<file path="src/rtl/peak_readout_serializer_if.sv">
// rtl/peak_readout_serializer_if.sv - per-pixel peak readout stream (valid/ready beats)
interface peak_readout_serializer_if #(
  parameter int NP  = 10,
  parameter int PIX = 3,
  parameter int FW  = 8
);
  localparam int PW = $clog2(PIX);

  logic          outValid;
  logic          outReady;
  logic [NP-1:0] outData;
  logic [PW-1:0] outPixel;
  logic [FW-1:0] outFrame;
  logic          outLast;

  modport master (
    output outValid, outData, outPixel, outFrame, outLast,
    input  outReady
  );

  modport slave (
    input  outValid, outData, outPixel, outFrame, outLast,
    output outReady
  );
endinterface

</file>
<file path="src/rtl/peak_readout_serializer.sv">
// rtl/peak_readout_serializer.sv - two-slot peak frame buffer serialised one pixel per beat
module peak_readout_serializer #(
  parameter int NP  = 10,
  parameter int PIX = 3,
  parameter int FW  = 8
) (
  input  logic                clk,
  input  logic                res,
  input  logic                peakValid,
  input  logic [NP*PIX-1:0]   peakIn,
  input  logic                clrOvf,
  output logic                overflow,
  peak_readout_serializer_if.master stream
);
  localparam int PW = $clog2(PIX);
  localparam logic [0:0]    IDLE     = 1'b0;
  localparam logic [0:0]    SEND     = 1'b1;
  localparam logic [PW-1:0] LAST_PIX = PW'(PIX - 1);

  logic [0:0]        state;
  logic [NP*PIX-1:0] slot_data [2];
  logic [FW-1:0]     slot_tag  [2];
  logic              wr_ptr;
  logic              rd_ptr;
  logic [1:0]        occ;
  logic [1:0]        occ_next;
  logic [PW-1:0]     pix;
  logic [FW-1:0]     frame_cnt;

  logic sending;
  logic fire;
  logic last_fire;
  logic accept;
  logic drop;

  assign sending   = (state == SEND);
  assign fire      = sending && stream.outReady;
  assign last_fire = fire && (pix == LAST_PIX);
  // A full buffer still accepts when its read slot is freed on this very edge.
  assign accept    = peakValid && ((occ != 2'd2) || last_fire);
  assign drop      = peakValid && !accept;

  always_comb begin
    occ_next = occ;
    if (accept && !last_fire)
      occ_next = occ + 2'd1;
    else if (!accept && last_fire)
      occ_next = occ - 2'd1;
  end

  always_ff @(posedge clk) begin
    if (!res) begin
      state     <= IDLE;
      wr_ptr    <= 1'b0;
      rd_ptr    <= 1'b0;
      occ       <= 2'd0;
      pix       <= '0;
      frame_cnt <= '0;
      overflow  <= 1'b0;
    end else begin
      occ <= occ_next;
      if (peakValid)
        frame_cnt <= frame_cnt + FW'(1);
      if (accept)
        wr_ptr <= ~wr_ptr;
      if (last_fire)
        rd_ptr <= ~rd_ptr;
      if (drop)
        overflow <= 1'b1;
      else if (clrOvf)
        overflow <= 1'b0;

      case (state)
        IDLE: begin
          pix <= '0;
          if (occ != 2'd0)
            state <= SEND;
        end
        SEND: begin
          if (fire) begin
            if (last_fire) begin
              pix <= '0;
              // Stay in SEND when the other slot holds a frame: no bubble between frames.
              if (occ_next == 2'd0)
                state <= IDLE;
            end else begin
              pix <= pix + PW'(1);
            end
          end
        end
      endcase
    end
  end

  always_ff @(posedge clk) begin
    if (res && accept) begin
      slot_data[wr_ptr] <= peakIn;
      slot_tag[wr_ptr]  <= frame_cnt;
    end
  end

  // Outputs are muxed only by registered state, rd_ptr and pix.
  assign stream.outValid = sending;
  assign stream.outData  = sending ? slot_data[rd_ptr][int'(pix)*NP +: NP] : '0;
  assign stream.outPixel = sending ? pix : '0;
  assign stream.outFrame = sending ? slot_tag[rd_ptr] : '0;
  assign stream.outLast  = sending && (pix == LAST_PIX);
endmodule

</file>
<file path="src/flat_wrapper.sv">
// flat-port wrapper written by rule: the top's interface ports become plain ports
module peak_readout_serializer_flat 
#(
  parameter int NP  = 10,
  parameter int PIX = 3,
  parameter int FW  = 8
)
  (clk, res, peakValid, peakIn, clrOvf, overflow, stream_outValid, stream_outData, stream_outPixel, stream_outFrame, stream_outLast, stream_outReady);
  peak_readout_serializer_if #(.NP(NP), .PIX(PIX), .FW(FW)) stream_i ();
  input  logic clk;
  input  logic res;
  input  logic peakValid;
  input  logic [NP*PIX-1:0] peakIn;
  input  logic clrOvf;
  output logic overflow;
  output wire logic [$bits(stream_i.outValid)-1:0] stream_outValid;
  output wire logic [$bits(stream_i.outData)-1:0] stream_outData;
  output wire logic [$bits(stream_i.outPixel)-1:0] stream_outPixel;
  output wire logic [$bits(stream_i.outFrame)-1:0] stream_outFrame;
  output wire logic [$bits(stream_i.outLast)-1:0] stream_outLast;
  input wire logic [$bits(stream_i.outReady)-1:0] stream_outReady;
  assign stream_outValid = stream_i.outValid;
  assign stream_outData = stream_i.outData;
  assign stream_outPixel = stream_i.outPixel;
  assign stream_outFrame = stream_i.outFrame;
  assign stream_outLast = stream_i.outLast;
  assign stream_i.outReady = stream_outReady;
  peak_readout_serializer #(.NP(NP), .PIX(PIX), .FW(FW)) u_core (.clk(clk), .res(res), .peakValid(peakValid), .peakIn(peakIn), .clrOvf(clrOvf), .overflow(overflow), .stream(stream_i));
endmodule
</file>
<file path="config.mk">
export PLATFORM = sky130hd
export DESIGN_NAME = peak_readout_serializer_flat
export DESIGN_NICKNAME = d
export VERILOG_FILES = /design/src/rtl/peak_readout_serializer_if.sv /design/src/rtl/peak_readout_serializer.sv /design/src/flat_wrapper.sv
export SDC_FILE = /design/constraint.sdc
export NUM_CORES = 1
export LEC_CHECK = 0
export CAP_MARGIN = 20
export CORE_ASPECT_RATIO = 0.7
export CORE_MARGIN = 3
export CORE_UTILIZATION = 50
export DETAILED_ROUTE_END_ITERATION = 7
export HOLD_SLACK_MARGIN = 0.15
export PLACE_DENSITY = 0.75
export SYNTH_ARGS = -nofsm -noshare
export SYNTH_HDL_FRONTEND = slang
export SYNTH_SLANG_ARGS = --single-unit
</file>
<file path="constraint.sdc">
create_clock -name clk -period 6.1 [get_ports clk]
set_input_delay 0.61 -clock clk [delete_from_list [all_inputs] [get_ports clk]]
set_output_delay 0.61 -clock clk [all_outputs]
set_load 0.005 [all_outputs]
</file>
==> impl_metrics.tcl, run 1 <==
set metrics [dict create \
    fin_crit_sh 0.5198 \
    place.detailed.hpwl_mm 4.251 \
    worstMarginPinSlew_ns 0.9109 \
    rr_startpoint "u_core.pix[0]" \
    grt_use_met1 0.2230 \
    ctsRootBufferMaster "clkbuf_8" \
    cp-end-kind "output port" \
    seq_area_frac_synth 0.7062 \
    synth_area_leaders "edfxtp_1 61%, dfxtp_1 9.2%, mux2i_1 5.9%" \
    whs_ns 0.4736 \
    drive_above_1_share 0.07047 \
    route.detailed.drc 0 \
    critPathLaunchType "flip-flop" \
    crit_arrival_ns 2.56 \
    finalSetupTns_ns 0 \
    crit_type "flip-flop to output port" \
    antenna_found_initial 0 \
    antenna_cells 0 \
    grt_busiest_layer "met2" \
    setup_viol 0 \
    synth_common_cells "76 x edfxtp_1, 22 x mux2i_1, 18 x nor2_1" \
    io_pins 58 \
    vdd_drop_max_uv 165.4 \
    dr.first_iter.drc_count 134 \
    clockBufferDepth 2 \
    synth_edf_count 76 \
    yosysTopAreaCell "edfxtp_1" \
    required_ns 5.49 \
    path_cells "mux4_1, inv_1, o22ai_1, clkdlybuf4s50_1" \
    fmax_mhz 315.4 \
    first_pass_iters 4 \
    min_to "u_core.slot_tag[0][7]" \
    drtAntennaViolNets 0 \
    synthArstFlopShare 0 \
    use_met3 0.04848 \
    die_w_um 109.0 \
    ys_seq_elements 93 \
    postLayoutCoreUtil 0.6527 \
    gp_congestion 0.7130 \
    clk_latency_ns 0.34 \
    dp.cells 375 \
    clock-sinks 93 \
    grt_pass1_vias 2012 \
    vias 2092 \
    port_buffers 57 \
    r2r_slack_ns 3.56 \
    path_max_fanout 28 \
    synth_area_per_cell_um2 15.87 \
    hold_violations 0 \
    dieArea_um2 8514 \
    regToRegEndpoint "u_core.slot_data[1][8]" \
    cap_viol_max_count 0 \
    use_met2 0.2359 \
    period_minus_slack_ns 3.171 \
    tritoncts "yes" \
    wire_per_inst_um 16.47 \
    post-cts-setup-buffer-count 0 \
    coreArea_um2 6975 \
    fp.dieH_um 78.11 \
    cts_made_buffers 9 \
    avgViaCountPerCell 5.337 \
    slowest_delay_ns 0.91 \
    syn_nets 272 \
    fin_cells 392 \
    start_util 0.5324 \
    powerDensity_nw_per_um2 268.0 \
    area_delta_synth_final_pct 22.61 \
    min_path_type "flip-flop to flip-flop" \
    synthFlopType "edfxtp_1" \
    timing.slew.headroom 0.3927 \
    grt_max_degree 39 \
    num_rows 25 \
    hold_depth 0 \
    grt_overflow_total 0 \
    skew_ns 0.006455 \
    cts.hold.buffers_added 0 \
    holdCritStartpoint "u_core.frame_cnt[7]" \
    leakage_nw 1.536 \
    slew_viol_final 0 \
    crit_path_top_delay_cell "dfxtp_2" \
    netlist.area_leader.share 0.6146 \
    status "completed" \
    grt_pass1_wl_mm 10.12 \
    reg2reg_depth 3 \
    num-nets-final 331 \
    synth_warnings 0 \
    routed_wl_mm 6.456 \
    cts_resized 0 \
    synth_cell_types 36 \
    synth_area_um2 3714 \
    syn_inst 234 \
    htree_levels 3 \
    yosysMostFrequentCell "edfxtp_1" \
    grtUsageTotal 0.1567 \
    rsz0062_at_grt "false" \
    clkSlewWorstSetupHoldPaths_ns 0.08 \
]
## power breakdown
part           internal [W]  leakage [nW]  switching, W
registers          0.000713         0.846     0.0000125
clock network      0.000187        0.0903      0.000197
logic             0.0000614         0.600     0.0000501
total              0.000961          1.54      0.000260
## through the flow
| stage | cell area (um2) | power [W] | setup WS (ns) |
|---|---|---|---|
| 2_1_floorplan | 3714 | 0.0007864 | 3.083 |
| 3_3_place_gp | 4343 | 0.0008472 | 3.152 |
| 3_5_place_dp | 4343 | 0.0008505 | 3.109 |
| 4_1_cts | 4533 | 0.001228 | 2.866 |
| 5_1_grt | 4553 | 0.001271 | 2.759 |
| 6_report | 4553 | 0.001220 | 2.929 |
## cells by family (layout without fill, tap and decap cells)
logic type | count (synthesis) | count (layout) | share of synthesized area
buffers and inverters | 28 | 92 | 0.03672
and+or+nand+nor | 46 | 46 | 0.06166
adders and majority gates | 3 | 3 | 0.01011
AOI/OAI and AO/OA | 27 | 27 | 0.04549
muxes | 32 | 32 | 0.1280
DFF | 93 | 93 | 0.7062
xor gates and xnor gates | 5 | 5 | 0.01179
## layout make-up
type	instances	area [um2]
Sequential cell	93	2624
Clock buffer	9	123.9
Clock inverter	7	66.31
Fill cell	528	2422
Multi-Input combinational cell	113	963.4
Timing Repair Buffer	58	590.6
Inverter	18	67.56
Tap cell	94	117.6
## how the worst max path moves through the flow
stage | startpoint | endpoint | cells after the start
detailed placement | peakValid | u_core.slot_data[0][14] | 3
floorplan | stream_outReady | u_core.slot_data[0][0] | 3
global route | flip-flop | stream_outData[0] | 4
CTS | flip-flop | stream_outData[0] | 4
finish | flip-flop | stream_outData[0] | 4
global placement | peakValid | u_core.slot_data[0][26] | 3
## state kept, by name, summed over array words and instances (netlist names), named ones only
name and count:
u_core.slot_data 60, u_core.slot_tag 16, u_core.frame_cnt 8, u_core.occ 2
u_core.pix 2, u_core.overflow 1, u_core.rd_ptr 1, u_core.stream.outValid 1
u_core.wr_ptr 1
## worst max-delay path, delay by kind of cell, from the launching register on
| family | cells | cell delay (ns) |
|---|---|---|
| AOI/OAI and AO/OA | 1 | 0.08 |
| buffers and inverters | 2 | 0.57 |
| DFF | 1 | 0.91 |
| muxes | 1 | 0.66 |
## placed cells by master (no fill, tap or decap), drive strengths merged, types with 3 or more instances in the layout
cell / count
o22ai: 12
nand4: 3
or3: 3
nand2: 8
clkbuf: 9
a21oi: 6
nand2b: 5
clkdlybuf4s50: 57
ha: 3
edfxtp: 76
mux4: 10
nor2: 18
dfxtp: 17
clkinv: 5
inv: 17
xor2: 3
o21ai: 4
mux2i: 22
## per-layer routing
layer  up-vias  routed length, um
li1       1006                  -
met1      1020               3015
met2        61               3062
met3         5                330
met4         0                 47
met5         -                  0
No activity file was read; power rests on OpenSTA's default activity.
==> run 2: changes to the inputs <==
Settings changed: CORE_UTILIZATION 50 to 48.
Clock period 6.1 ns to 2.6 ns, I/O delays scaled along.
==> impl_metrics.tcl, run 2 (synthesis results as in run 1) <==
set metrics [dict create \
    status "completed" \
    finalSetupTns_ns 0 \
    num_rows 26 \
    r2r_slack_ns 0.63 \
    p_int_w 0.002302 \
    whs_ns 0.4851 \
    clkSlewWorstSetupHoldPaths_ns 0.09 \
    start_util 0.5007 \
    multi_input_area_um2 965.9 \
    required_ns 2.34 \
    coreArea_um2 7417 \
    timing.slew.headroom 0.6798 \
    postLayoutCoreUtil 0.6238 \
    fmax_mhz 416.2 \
    tritoncts "yes" \
    antenna_cells 0 \
    dieArea_um2 8845 \
    drtAntennaViolNets 0 \
    rsz0062_at_grt "false" \
    critPathLaunchType "flip-flop" \
    powerDensity_nw_per_um2 634.6 \
    worst-path-buf-inv 2 \
    route.detailed.drc 0 \
    ctsRootBufferMaster "clkbuf_8" \
    crit_arrival_ns 2.14 \
    routed_wl_mm 6.527 \
    grtUsageTotal 0.1561 \
    fill_cells 575 \
    drive_above_1_share 0.09868 \
    vdd_drop_max_uv 374.5 \
    port_buffers 57 \
    fin_crit_sh 0.9241 \
    dp.cells 386 \
    clockBufferDepth 2 \
    slowest_delay_ns 0.60 \
    fp.dieH_um 79.59 \
    period_minus_slack_ns 2.403 \
    grt_overflow_total 0 \
    regMostFlops "u_core.slot_data" \
    path_cells "mux4_1, inv_1, o22ai_1, clkdlybuf4s50_1" \
    wire_per_inst_um 16.24 \
    post-cts-setup-buffer-count 0 \
    p_seq_frac 0.579 \
    grt_max_degree 39 \
    skew_ns 0.004806 \
    first_pass_iters 4 \
    area_delta_synth_final_pct 24.60 \
    largest_reg_flops 60 \
    place.detailed.hpwl_mm 4.490 \
    gp_congestion 0.7447 \
    cap_viol_max_count 0 \
    htree_levels 3 \
    power_frac_clock 0.331 \
    io_pins 58 \
    slew_viol_final 0 \
    cp-end-kind "output port" \
    clk_latency_ns 0.34 \
    top_regs "u_core.slot_data (60), u_core.slot_tag (16), u_core.frame_cnt (8)" \
    grt_pass1_vias 2159 \
    crit_type "flip-flop to output port" \
    vias 2106 \
    leakage_nw 1.582 \
    antenna_found_initial 0 \
    most-common-layout-cells "76 x edfxtp_1, 57 x clkdlybuf4s50_1, 22 x mux2i_1" \
    p_switching_w 0.0006346 \
    die_w_um 111.1 \
    min_path_type "primary input to flip-flop" \
    crit_path_top_delay_cell "mux4_1" \
    worstMarginPinSlew_ns 0.4803 \
    layout_commonest_cell "edfxtp_1" \
    avgViaCountPerCell 5.239 \
    hold_violations 0 \
    grt_pass1_wl_mm 10.74 \
    pwr-share-comb 0.089 \
    fin_cells 402 \
    setup_viol 0 \
    totalPowerFinal_w 0.002936 \
    cts_made_buffers 9 \
    dr.first_iter.drc_count 128 \
    path_delay_family "multiplexers" \
    path_max_fanout 18 \
    cts.hold.buffers_added 0 \
    clock-sinks 93 \
    p_sw_frac 0.2161 \
    seqCellArea_um2 2628 \
    num-nets-final 337 \
]
-- run 2: changes by cell type in the layout (fill, tap and decap cells not counted), sizes merged --
cell	change
clkbuf	+2
clkinv	-4
inv	+3
buf	+6
clkinvlp	-1
-- run 2: path summary, 6_finish.rpt --
check / start / end / depth (start not counted)
setup / recovery: flip-flop / stream_outData[6] / 4
hold / removal: peakIn[5] / u_core.slot_data[0][5] / 1
setup reg to reg: u_core.pix[0] / u_core.slot_data[1][19] / 4
hold reg to reg: u_core.frame_cnt[7] / u_core.slot_tag[0][7] / 0
-- run 2: layout make-up --
type,instances,area share
sequential,93,0.5679
multi-input combinational,113,0.2088
timing repair buffer,64,0.1374
clock buffer,11,0.03056
tap,98,0.02650
inverter,18,0.01460
clock inverter,5,0.01433
-- run 2: routing by layer --
layer / global-route usage / part of all wire
met3: 0.03864 / 0.043
met4: 0.04982 / 0.0064
met2: 0.2530 / 0.49
met5: 0 / 0
met1: 0.2111 / 0.46
-- run 2: power by group through the flow --
stage / combinational (W) / clock, W / sequential [W]
2_1_floorplan: 0.000120 / 0 / 0.00172
5_1_grt: 0.000290 / 0.00107 / 0.00171
4_1_cts: 0.000266 / 0.000991 / 0.00170
3_3_place_gp: 0.000259 / 0 / 0.00173
3_5_place_dp: 0.000265 / 0 / 0.00174
6_report: 0.000263 / 0.000973 / 0.00170
-- run 2: stage by stage --
stage | cell area (um2) | worst slack [ns]
2_1_floorplan | 3716 | 0.2494
3_3_place_gp | 4413 | 0.3983
3_5_place_dp | 4413 | 0.3710
4_1_cts | 4622 | 0.002587
5_1_grt | 4627 | 0.1117
6_report | 4627 | 0.1974
-- run 2: worst reg2reg max path, cell delays in order (launching register included) --
cell and delay (ns):
dfxtp_2 0.45, nand4b_1 0.36, a21boi_0 0.29, and3_2 0.22
buf_4 0.32
-- run 2: what timing repair did --
| action | CTS | global route |
|---|---|---|
| setup endpoints to repair | 1 | 8 |
| gates resized for setup | 1 | 2 |
| pin swaps | 0 | 0 |
